<file path="config.mk">
export PLATFORM = sky130hd
export DESIGN_NAME = rd_req_arb_flat
export DESIGN_NICKNAME = d
export VERILOG_FILES = /design/src/rtl/rd_req_arb_if.sv /design/src/rtl/rd_req_arb.sv /design/src/flat_wrapper.sv
export SDC_FILE = /design/constraint.sdc
export NUM_CORES = 2
export LEC_CHECK = 0
export ABC_AREA = 1
export ABC_CLOCK_PERIOD_IN_PS = 5600
export CAP_MARGIN = 20
export CORE_AREA = 2 2 641 643
export DETAILED_ROUTE_END_ITERATION = 7
export DIE_AREA = 0 0 643 645
export GPL_ROUTABILITY_DRIVEN = 0
export SLEW_MARGIN = 20
export SYNTH_ARGS = -nofsm -noshare
export SYNTH_HDL_FRONTEND = slang
export SYNTH_SLANG_ARGS = --single-unit
</file>
<file path="constraint.sdc">
create_clock -name clk -period 5.6 [get_ports clk]
set_input_delay 1.68 -clock clk [delete_from_list [all_inputs] [get_ports clk]]
set_output_delay 1.68 -clock clk [all_outputs]
set_load 0.02 [all_outputs]
</file>
<file path="src/rtl/rd_req_arb_if.sv">
// rd_req_arb_if: requester, memory request/response and status signals of the read arbiter
interface rd_req_arb_if #(
    parameter int ADDR_LMT    = 20,
    parameter int MDATA       = 14,
    parameter int CACHE_WIDTH = 512
);
    logic                   enable;
    logic                   req0_valid;
    logic                   req1_valid;
    logic [ADDR_LMT-1:0]    req0_addr;
    logic [ADDR_LMT-1:0]    req1_addr;
    logic                   req0_ready;
    logic                   req1_ready;
    logic [ADDR_LMT-1:0]    rd_req_addr;
    logic [MDATA-1:0]       rd_req_mdata;
    logic                   rd_req_en;
    logic                   rd_req_almostfull;
    logic                   rd_rsp_valid;
    logic [MDATA-1:0]       rd_rsp_mdata;
    logic [CACHE_WIDTH-1:0] rd_rsp_data;
    logic                   rsp0_valid;
    logic                   rsp1_valid;
    logic [CACHE_WIDTH-1:0] rsp0_data;
    logic [CACHE_WIDTH-1:0] rsp1_data;
    logic [10:0]            outstanding;
    logic                   drained;
    logic                   tag_err;
    modport master (
        input  enable, req0_valid, req1_valid, req0_addr, req1_addr,
               rd_req_almostfull, rd_rsp_valid, rd_rsp_mdata, rd_rsp_data,
        output req0_ready, req1_ready, rd_req_addr, rd_req_mdata, rd_req_en,
               rsp0_valid, rsp1_valid, rsp0_data, rsp1_data, outstanding, drained, tag_err
    );
    modport slave (
        output enable, req0_valid, req1_valid, req0_addr, req1_addr,
               rd_req_almostfull, rd_rsp_valid, rd_rsp_mdata, rd_rsp_data,
        input  req0_ready, req1_ready, rd_req_addr, rd_req_mdata, rd_req_en,
               rsp0_valid, rsp1_valid, rsp0_data, rsp1_data, outstanding, drained, tag_err
    );
endinterface

</file>
<file path="src/rtl/rd_req_arb.sv">
// rd_req_arb: round-robin arbiter of two read streams with tagging, response routing and drain control
module rd_req_arb #(
    parameter int ADDR_LMT    = 20,
    parameter int MDATA       = 14,
    parameter int CACHE_WIDTH = 512,
    parameter int MAX_OUT     = 64
) (
    input  logic         clk,
    input  logic         rst,
    rd_req_arb_if.master bus
);
    typedef enum logic [1:0] {RUN, DRAIN, DRAINED} state_t;
    state_t           state, state_nxt;
    logic             ptr;
    logic [MDATA-2:0] seq0, seq1;
    logic             grant_ok, xfer0, xfer1, xfer, dec;
    logic [10:0]      out_nxt;
    always_comb begin
        grant_ok = !rst && state == RUN && bus.enable && !bus.rd_req_almostfull &&
                   bus.outstanding < 11'(MAX_OUT);
        bus.req0_ready = grant_ok && bus.req0_valid && (!bus.req1_valid || !ptr);
        bus.req1_ready = grant_ok && bus.req1_valid && (!bus.req0_valid || ptr);
        xfer0 = bus.req0_ready && bus.req0_valid;
        xfer1 = bus.req1_ready && bus.req1_valid;
        xfer = xfer0 || xfer1;
        // a response with nothing outstanding only flags tag_err, never underflows
        dec = bus.rd_rsp_valid && bus.outstanding != '0;
        out_nxt = bus.outstanding + 11'(xfer) - 11'(dec);
        state_nxt = (state != RUN && bus.enable) ? RUN :
                    (state == RUN && !bus.enable) ? DRAIN :
                    (state == DRAIN && out_nxt == '0) ? DRAINED : state;
        bus.drained = state == DRAINED;
    end
    always_ff @(posedge clk) begin
        if (rst) begin
            state            <= RUN;
            ptr              <= 1'b0;
            seq0             <= '0;
            seq1             <= '0;
            bus.rd_req_en    <= 1'b0;
            bus.rd_req_addr  <= '0;
            bus.rd_req_mdata <= '0;
            bus.rsp0_valid   <= 1'b0;
            bus.rsp1_valid   <= 1'b0;
            bus.rsp0_data    <= '0;
            bus.rsp1_data    <= '0;
            bus.outstanding  <= '0;
            bus.tag_err      <= 1'b0;
        end else begin
            state           <= state_nxt;
            bus.rd_req_en   <= xfer;
            bus.outstanding <= out_nxt;
            bus.tag_err     <= bus.tag_err || (bus.rd_rsp_valid && bus.outstanding == '0);
            bus.rsp0_valid  <= bus.rd_rsp_valid && !bus.rd_rsp_mdata[0];
            bus.rsp1_valid  <= bus.rd_rsp_valid && bus.rd_rsp_mdata[0];
            if (xfer) begin
                ptr              <= xfer0;
                bus.rd_req_addr  <= xfer1 ? bus.req1_addr : bus.req0_addr;
                bus.rd_req_mdata <= xfer1 ? {seq1, 1'b1} : {seq0, 1'b0};
            end
            if (xfer0)
                seq0 <= seq0 + 1'b1;
            if (xfer1)
                seq1 <= seq1 + 1'b1;
            if (bus.rd_rsp_valid && !bus.rd_rsp_mdata[0])
                bus.rsp0_data <= bus.rd_rsp_data;
            if (bus.rd_rsp_valid && bus.rd_rsp_mdata[0])
                bus.rsp1_data <= bus.rd_rsp_data;
        end
    end
endmodule
</file>
<file path="src/flat_wrapper.sv">
// flat-port wrapper written by rule: the top's interface ports become plain ports
module rd_req_arb_flat 
#(
    parameter int ADDR_LMT    = 20,
    parameter int MDATA       = 14,
    parameter int CACHE_WIDTH = 512,
    parameter int MAX_OUT     = 64
)
  (clk, rst, bus_enable, bus_req0_valid, bus_req1_valid, bus_req0_addr, bus_req1_addr, bus_rd_req_almostfull, bus_rd_rsp_valid, bus_rd_rsp_mdata, bus_rd_rsp_data, bus_req0_ready, bus_req1_ready, bus_rd_req_addr, bus_rd_req_mdata, bus_rd_req_en, bus_rsp0_valid, bus_rsp1_valid, bus_rsp0_data, bus_rsp1_data, bus_outstanding, bus_drained, bus_tag_err);
  rd_req_arb_if #(.ADDR_LMT(ADDR_LMT), .MDATA(MDATA), .CACHE_WIDTH(CACHE_WIDTH)) bus_i ();
  input  logic clk;
  input  logic rst;
  input wire logic [$bits(bus_i.enable)-1:0] bus_enable;
  input wire logic [$bits(bus_i.req0_valid)-1:0] bus_req0_valid;
  input wire logic [$bits(bus_i.req1_valid)-1:0] bus_req1_valid;
  input wire logic [$bits(bus_i.req0_addr)-1:0] bus_req0_addr;
  input wire logic [$bits(bus_i.req1_addr)-1:0] bus_req1_addr;
  input wire logic [$bits(bus_i.rd_req_almostfull)-1:0] bus_rd_req_almostfull;
  input wire logic [$bits(bus_i.rd_rsp_valid)-1:0] bus_rd_rsp_valid;
  input wire logic [$bits(bus_i.rd_rsp_mdata)-1:0] bus_rd_rsp_mdata;
  input wire logic [$bits(bus_i.rd_rsp_data)-1:0] bus_rd_rsp_data;
  output wire logic [$bits(bus_i.req0_ready)-1:0] bus_req0_ready;
  output wire logic [$bits(bus_i.req1_ready)-1:0] bus_req1_ready;
  output wire logic [$bits(bus_i.rd_req_addr)-1:0] bus_rd_req_addr;
  output wire logic [$bits(bus_i.rd_req_mdata)-1:0] bus_rd_req_mdata;
  output wire logic [$bits(bus_i.rd_req_en)-1:0] bus_rd_req_en;
  output wire logic [$bits(bus_i.rsp0_valid)-1:0] bus_rsp0_valid;
  output wire logic [$bits(bus_i.rsp1_valid)-1:0] bus_rsp1_valid;
  output wire logic [$bits(bus_i.rsp0_data)-1:0] bus_rsp0_data;
  output wire logic [$bits(bus_i.rsp1_data)-1:0] bus_rsp1_data;
  output wire logic [$bits(bus_i.outstanding)-1:0] bus_outstanding;
  output wire logic [$bits(bus_i.drained)-1:0] bus_drained;
  output wire logic [$bits(bus_i.tag_err)-1:0] bus_tag_err;
  assign bus_i.enable = bus_enable;
  assign bus_i.req0_valid = bus_req0_valid;
  assign bus_i.req1_valid = bus_req1_valid;
  assign bus_i.req0_addr = bus_req0_addr;
  assign bus_i.req1_addr = bus_req1_addr;
  assign bus_i.rd_req_almostfull = bus_rd_req_almostfull;
  assign bus_i.rd_rsp_valid = bus_rd_rsp_valid;
  assign bus_i.rd_rsp_mdata = bus_rd_rsp_mdata;
  assign bus_i.rd_rsp_data = bus_rd_rsp_data;
  assign bus_req0_ready = bus_i.req0_ready;
  assign bus_req1_ready = bus_i.req1_ready;
  assign bus_rd_req_addr = bus_i.rd_req_addr;
  assign bus_rd_req_mdata = bus_i.rd_req_mdata;
  assign bus_rd_req_en = bus_i.rd_req_en;
  assign bus_rsp0_valid = bus_i.rsp0_valid;
  assign bus_rsp1_valid = bus_i.rsp1_valid;
  assign bus_rsp0_data = bus_i.rsp0_data;
  assign bus_rsp1_data = bus_i.rsp1_data;
  assign bus_outstanding = bus_i.outstanding;
  assign bus_drained = bus_i.drained;
  assign bus_tag_err = bus_i.tag_err;
  rd_req_arb #(.ADDR_LMT(ADDR_LMT), .MDATA(MDATA), .CACHE_WIDTH(CACHE_WIDTH), .MAX_OUT(MAX_OUT)) u_core (.clk(clk), .rst(rst), .bus(bus_i));
endmodule
</file>
# After elaboration in Yosys (flattened, before gate mapping)
# Index checks and enable logic that the tools add are counted.
[totals] register_bits=1102 latchBits=0 memories=0 elab_cells=61 mem_bits_ro=0 in_bits=573 mem_bits_rw=0 out_inout_bits=1076
[classes] eq_ne=2 muxes=4 n_addsub=4 n_shift=0 div_mod_pow=0 bitwise_logic=0 n_reduce_logical=36 order_cmp=1 mul=0
[op_table] cell="adder 13 x 1 -> 13 bit (second input constant)" n=2
[op_table] cell="zero test 11 bit" n=2
[op_table] cell="2-to-1 mux 20 bit" n=1
[op_table] cell="logical AND 1 bit" n=17
[op_table] cell="2-to-1 mux 14 bit" n=1
[op_table] cell="adder 11 x 1 -> 11 bit" n=1
[op_table] cell="< comparator 11 x 7 -> 1 bit (second input constant)" n=1
[op_table] cell="nonzero test 11 bit" n=1
[op_table] cell="subtractor 11 x 1 -> 11 bit" n=1
[op_table] cell="zero test 1 bit" n=7
[op_table] cell="logical OR 1 bit" n=4
[op_table] cell="nonzero test 2 bit" n=2
[op_table] cell="OR reduction 3 bit" n=1
[op_table] cell="== test 2 x 1 -> 1 bit (second input constant)" n=1
[op_table] cell="== test 2 bit (second input constant)" n=1
[op_table] cell="zero test 2 bit" n=1
[op_table] cell="2-to-1 mux 1 bit" n=2
[op_table] cell="OR reduction 2 bit" n=1

# Longest topological paths before layout
[logic_depth] ltp_word=15 depth_mapped=21 ltp_nobuf=20

# Worst setup path before layout
# OpenSTA, ideal clock, no wires.
[synth_timing] kind="input to output" from="input rst" to="output bus_req1_ready" path_stages=7 t_arrival_ns=2.464 n_path_buf=2 setup_slack_ns=1.456 cell_sequence="buf_6 -> nor2_4 -> nand3_2 -> nor2_4 -> nand2_4 -> clkinv_2 -> buf_6"
[synth_via] elab_chain_len=7
[synth_lines] item="start: declaration" line_no="flat_wrapper.sv:12" rtl="input logic rst;"
[synth_lines] item="zero test 1 bit" line_no="rd_req_arb.sv:19" rtl="grant_ok = !rst && state == RUN && bus.enable && !bus.rd_req_almostfull &&"
[synth_lines] item="logical AND 1 bit (4 in series)" line_no="rd_req_arb.sv:19"
[synth_lines] item="logical AND 1 bit (2 in series)" line_no="rd_req_arb.sv:22" rtl="bus.req1_ready = grant_ok && bus.req1_valid && (!bus.req0_valid || ptr);"
[synth_lines] item="end: declaration" line_no="flat_wrapper.sv:23" rtl="output wire logic [$bits(bus_i.req1_ready)-1:0] bus_req1_ready;"
# No other way between the ends.

# Final worst setup path
[layout_timing] from="input bus_req1_valid" to="output bus_req1_ready"
[layout_via] elab_chain_len=2
[layout_lines] item="start: declaration" line_no="flat_wrapper.sv:15" rtl="input wire logic [$bits(bus_i.req1_valid)-1:0] bus_req1_valid;"
[layout_lines] item="logical AND 1 bit (2 in series)" line_no="rd_req_arb.sv:22"
# No other way between the ends.

==> impl_metrics.toml <==
[place]
hpwl_um = 302000
port_buffers = 1635
dpl_worst_slack_ns = 0.625

[setup_path]
critPathLaunchType = "primary input"
reg2reg_from = "u_core.bus.outstanding[8]"
cp.required_ns = 3.92
crit_arrival_ns = 3.32
cp-end-kind = "primary output"
crit_type = "in2out"
reg2reg_slack_ns = 2.42
cp-startpoint = "bus_req1_valid"
crit_fanout = 4

[worst_hold_path]
hold_path_class = "reg2reg"
hold_start = "u_core.bus.tag_err"

[global_routing]
first_global_vias = 39000
overflow = 0
grt_use_total_pct = 16.3
antenna_found_initial = 135
grt_first_pass_wirelength_um = 438000
grt_max_degree = 132

[die]
rows = 235
die_h_um = 645
die_x_um = 643
ioPinCount = 1649
start_util_pct = 9.50
core_area_mm2 = 0.408
dieArea_mm2 = 0.415

[synth]
synthesis.nets = 5615
synth_top_area_share_pct = 56.9
yosys_warnings = 0
ys_ff_latch = 1102
ys_types = 33
synthesis.area_mm2 = 0.0388
syn_avg_cell_area_um2 = 7.72
synth.largest_area_cell = "dfxtp_1"
synth_area_leaders = "dfxtp_1 (57%), nor2_1 (20%), o21ai_0 (14%), clkbuf_1 (3.1%), nand2_1 (1.3%)"
synth_cells = 5022
ys_seq_area_share_pct = 56.9

[power_and_ir_drop]
p_sw_share_pct = 32.2
ir_worst_vdd_v = 0.000206
pwr-share-seq_pct = 37.3
share_comb_of_total_power_pct = 21.0
total_power_mw = 23.2
power.density_mw_per_mm2 = 350
netSwitchingPower_mw = 7.49
power_frac_clock_pct = 41.7
internal_power_mw = 15.7
total_leakage_power_nw = 24.4

[sta]
worst_pin_slew_ns = 1.09
rsz0062_at_grt = "false"
final.period_utilization_pct = 89.3
max-slew-margin-rel_pct = 27.4
hold_ws_ns = 0.458
clock_skew_ns = 0.0810
slew_viol_final = 0
max_clock_freq_mhz = 200
setup_ws_ns = 0.602
setup-violations-final = 0
min_period_ns = 5.00
tns_ns = 0
hold_violations = 0

[drt]
wl_um = 354000
vias = 41900
wl_met2_um = 165000
drc = 0
routedWlPerCell_um = 29.2
drt-pass1-iter-count = 6
vias_per_cell = 3.45
wl_met1_um = 121000
drtIter0Drc = 4058
ant_nets = 0
routed.top_layer = "met5"
wl_met3_um = 52100

[layout]
drive_gt1_share_pct = 5.22
n_fill_cell = 46300
regArea_mm2 = 0.0221
area_growth_pct = 71.2
fin_util_pct = 16.3
multi_input_area_mm2 = 0.0150
nets = 7115

[job]
maxCapViolations = 0

[cts]
cts_resized = 0
cts_tree = "built"
cts_sinks = 1102
cts_made_buffers = 146
clockBufferDepth = 4
cts_root_buf = "clkbuf_16"
worstSkewPairLatency_ns = 0.86
post_cts_buffers = 0
clk_pin_slew_ns = 0.06
htreeDepth = 4
cts_hold_buf = 0

[run_status]
status = "finished, final reports clean"
==> state kept, by name, summed over array words and instances, names as in the netlist, 2 cells and up <==
signal / flops
u_core.state: 2
u_core.bus.rd_req_mdata: 14
u_core.seq0: 13
u_core.bus.outstanding: 11
u_core.bus.rd_req_addr: 20
u_core.bus.rsp0_data: 512
u_core.bus.rsp1_data: 512
u_core.seq1: 13
==> cell families after synthesis <==
| group | after synthesis | share of synthesized area [%] |
|---|---|---|
| adder cells (fa/ha/maj) | 20 | 0.665 |
| AND/OR/NAND/NOR | 2283 | 22.5 |
| AO/OA/AOI/OAI | 1173 | 15.3 |
| buffers and inverters | 434 | 4.40 |
| XOR/XNOR | 10 | 0.226 |
| flip-flops | 1102 | 56.9 |
==> critical path: stages <==
cell and delay [ns]:
clkdlybuf4s50_1 0.57, a21oi_1 0.13, nor2_1 0.18, nand2_4 0.09, clkinv_2 0.06, clkdlybuf4s50_1 0.60
==> cells in the mapped netlist <==
library cell  instances
a21oi_1              73
buf_1                14
buf_2                22
buf_4                 1
buf_6                 6
clkbuf_1            317
clkinv_1              1
clkinv_2              1
dfxtp_1            1102
fa_1                  1
ha_1                 19
inv_1                67
inv_2                 5
nand2_1             131
nand2_2               1
nand2_4               2
nand3_1              27
nand3_2               2
nand4_1               8
nor2_1             2092
nor2_2                1
nor2_4                2
nor3_1               11
nor3_4                2
nor3b_1               1
nor4_1                3
o211ai_1              1
o21a_1               20
o21ai_0            1073
o21ai_1               5
o21bai_1              1
xnor2_1               5
xor2_1                5
==> final timing paths <==
kind,to,cells after the start
worst max-delay path,bus_req1_ready,6
worst min-delay path,u_core.bus.tag_err,2
worst max register to register,u_core.state[0],19
worst min register to register,u_core.bus.tag_err,2
==> final cells by class <==
class,instances,share of cell area (%)
Tap cell,5451,10.3
Timing Repair Buffer,1712,25.9
Clock inverter,51,0.967
Inverter,74,0.454
Clock buffer,203,6.28
Sequential cell,1102,33.2
Antenna cell,65,0.245
Multi-Input combinational cell,3486,22.6
==> stage by stage <==
stage / instance area, um2 / cells
floorplan: 38800 / 5022
global placement: 61400 / 11800
detailed placement: 61400 / 11800
CTS: 66200 / 12100
global route: 66300 / 12100
finish: 66300 / 12100
==> cell usage in the layout, fill, tap and decap left out, types with 11 or more instances in the layout <==
cell type / n
nor2_1: 2092
clkdlybuf4s50_1: 1610
dfxtp_1: 1102
o21ai_0: 1073
clkbuf_16: 147
nand2_1: 130
buf_4: 75
a21oi_1: 73
inv_1: 67
diode_2: 65
clkbuf_1: 28
clkbuf_8: 28
nand3_1: 27
buf_12: 25
o21a_1: 20
ha_1: 19
clkinv_2: 14
nor3_1: 11
==> metal layers <==
metal | global-route usage (%) | up-vias
li1 | - | 19200
met1 | 16.7 | 20000
met2 | 26.9 | 2173
met3 | 9.65 | 499
met4 | 6.73 | 42
met5 | 0 | -
==> power groups by stage <==
stage	registers [mW]	logic, mW	clock network, mW
6_report	8.67	4.88	9.69
4_1_cts	8.66	4.98	9.99
2_1_floorplan	9.44	1.32	0
5_1_grt	8.72	5.25	10.2
3_3_place_gp	8.80	4.97	0
3_5_place_dp	8.82	4.96	0
No activity file was read; power rests on OpenSTA's default activity.
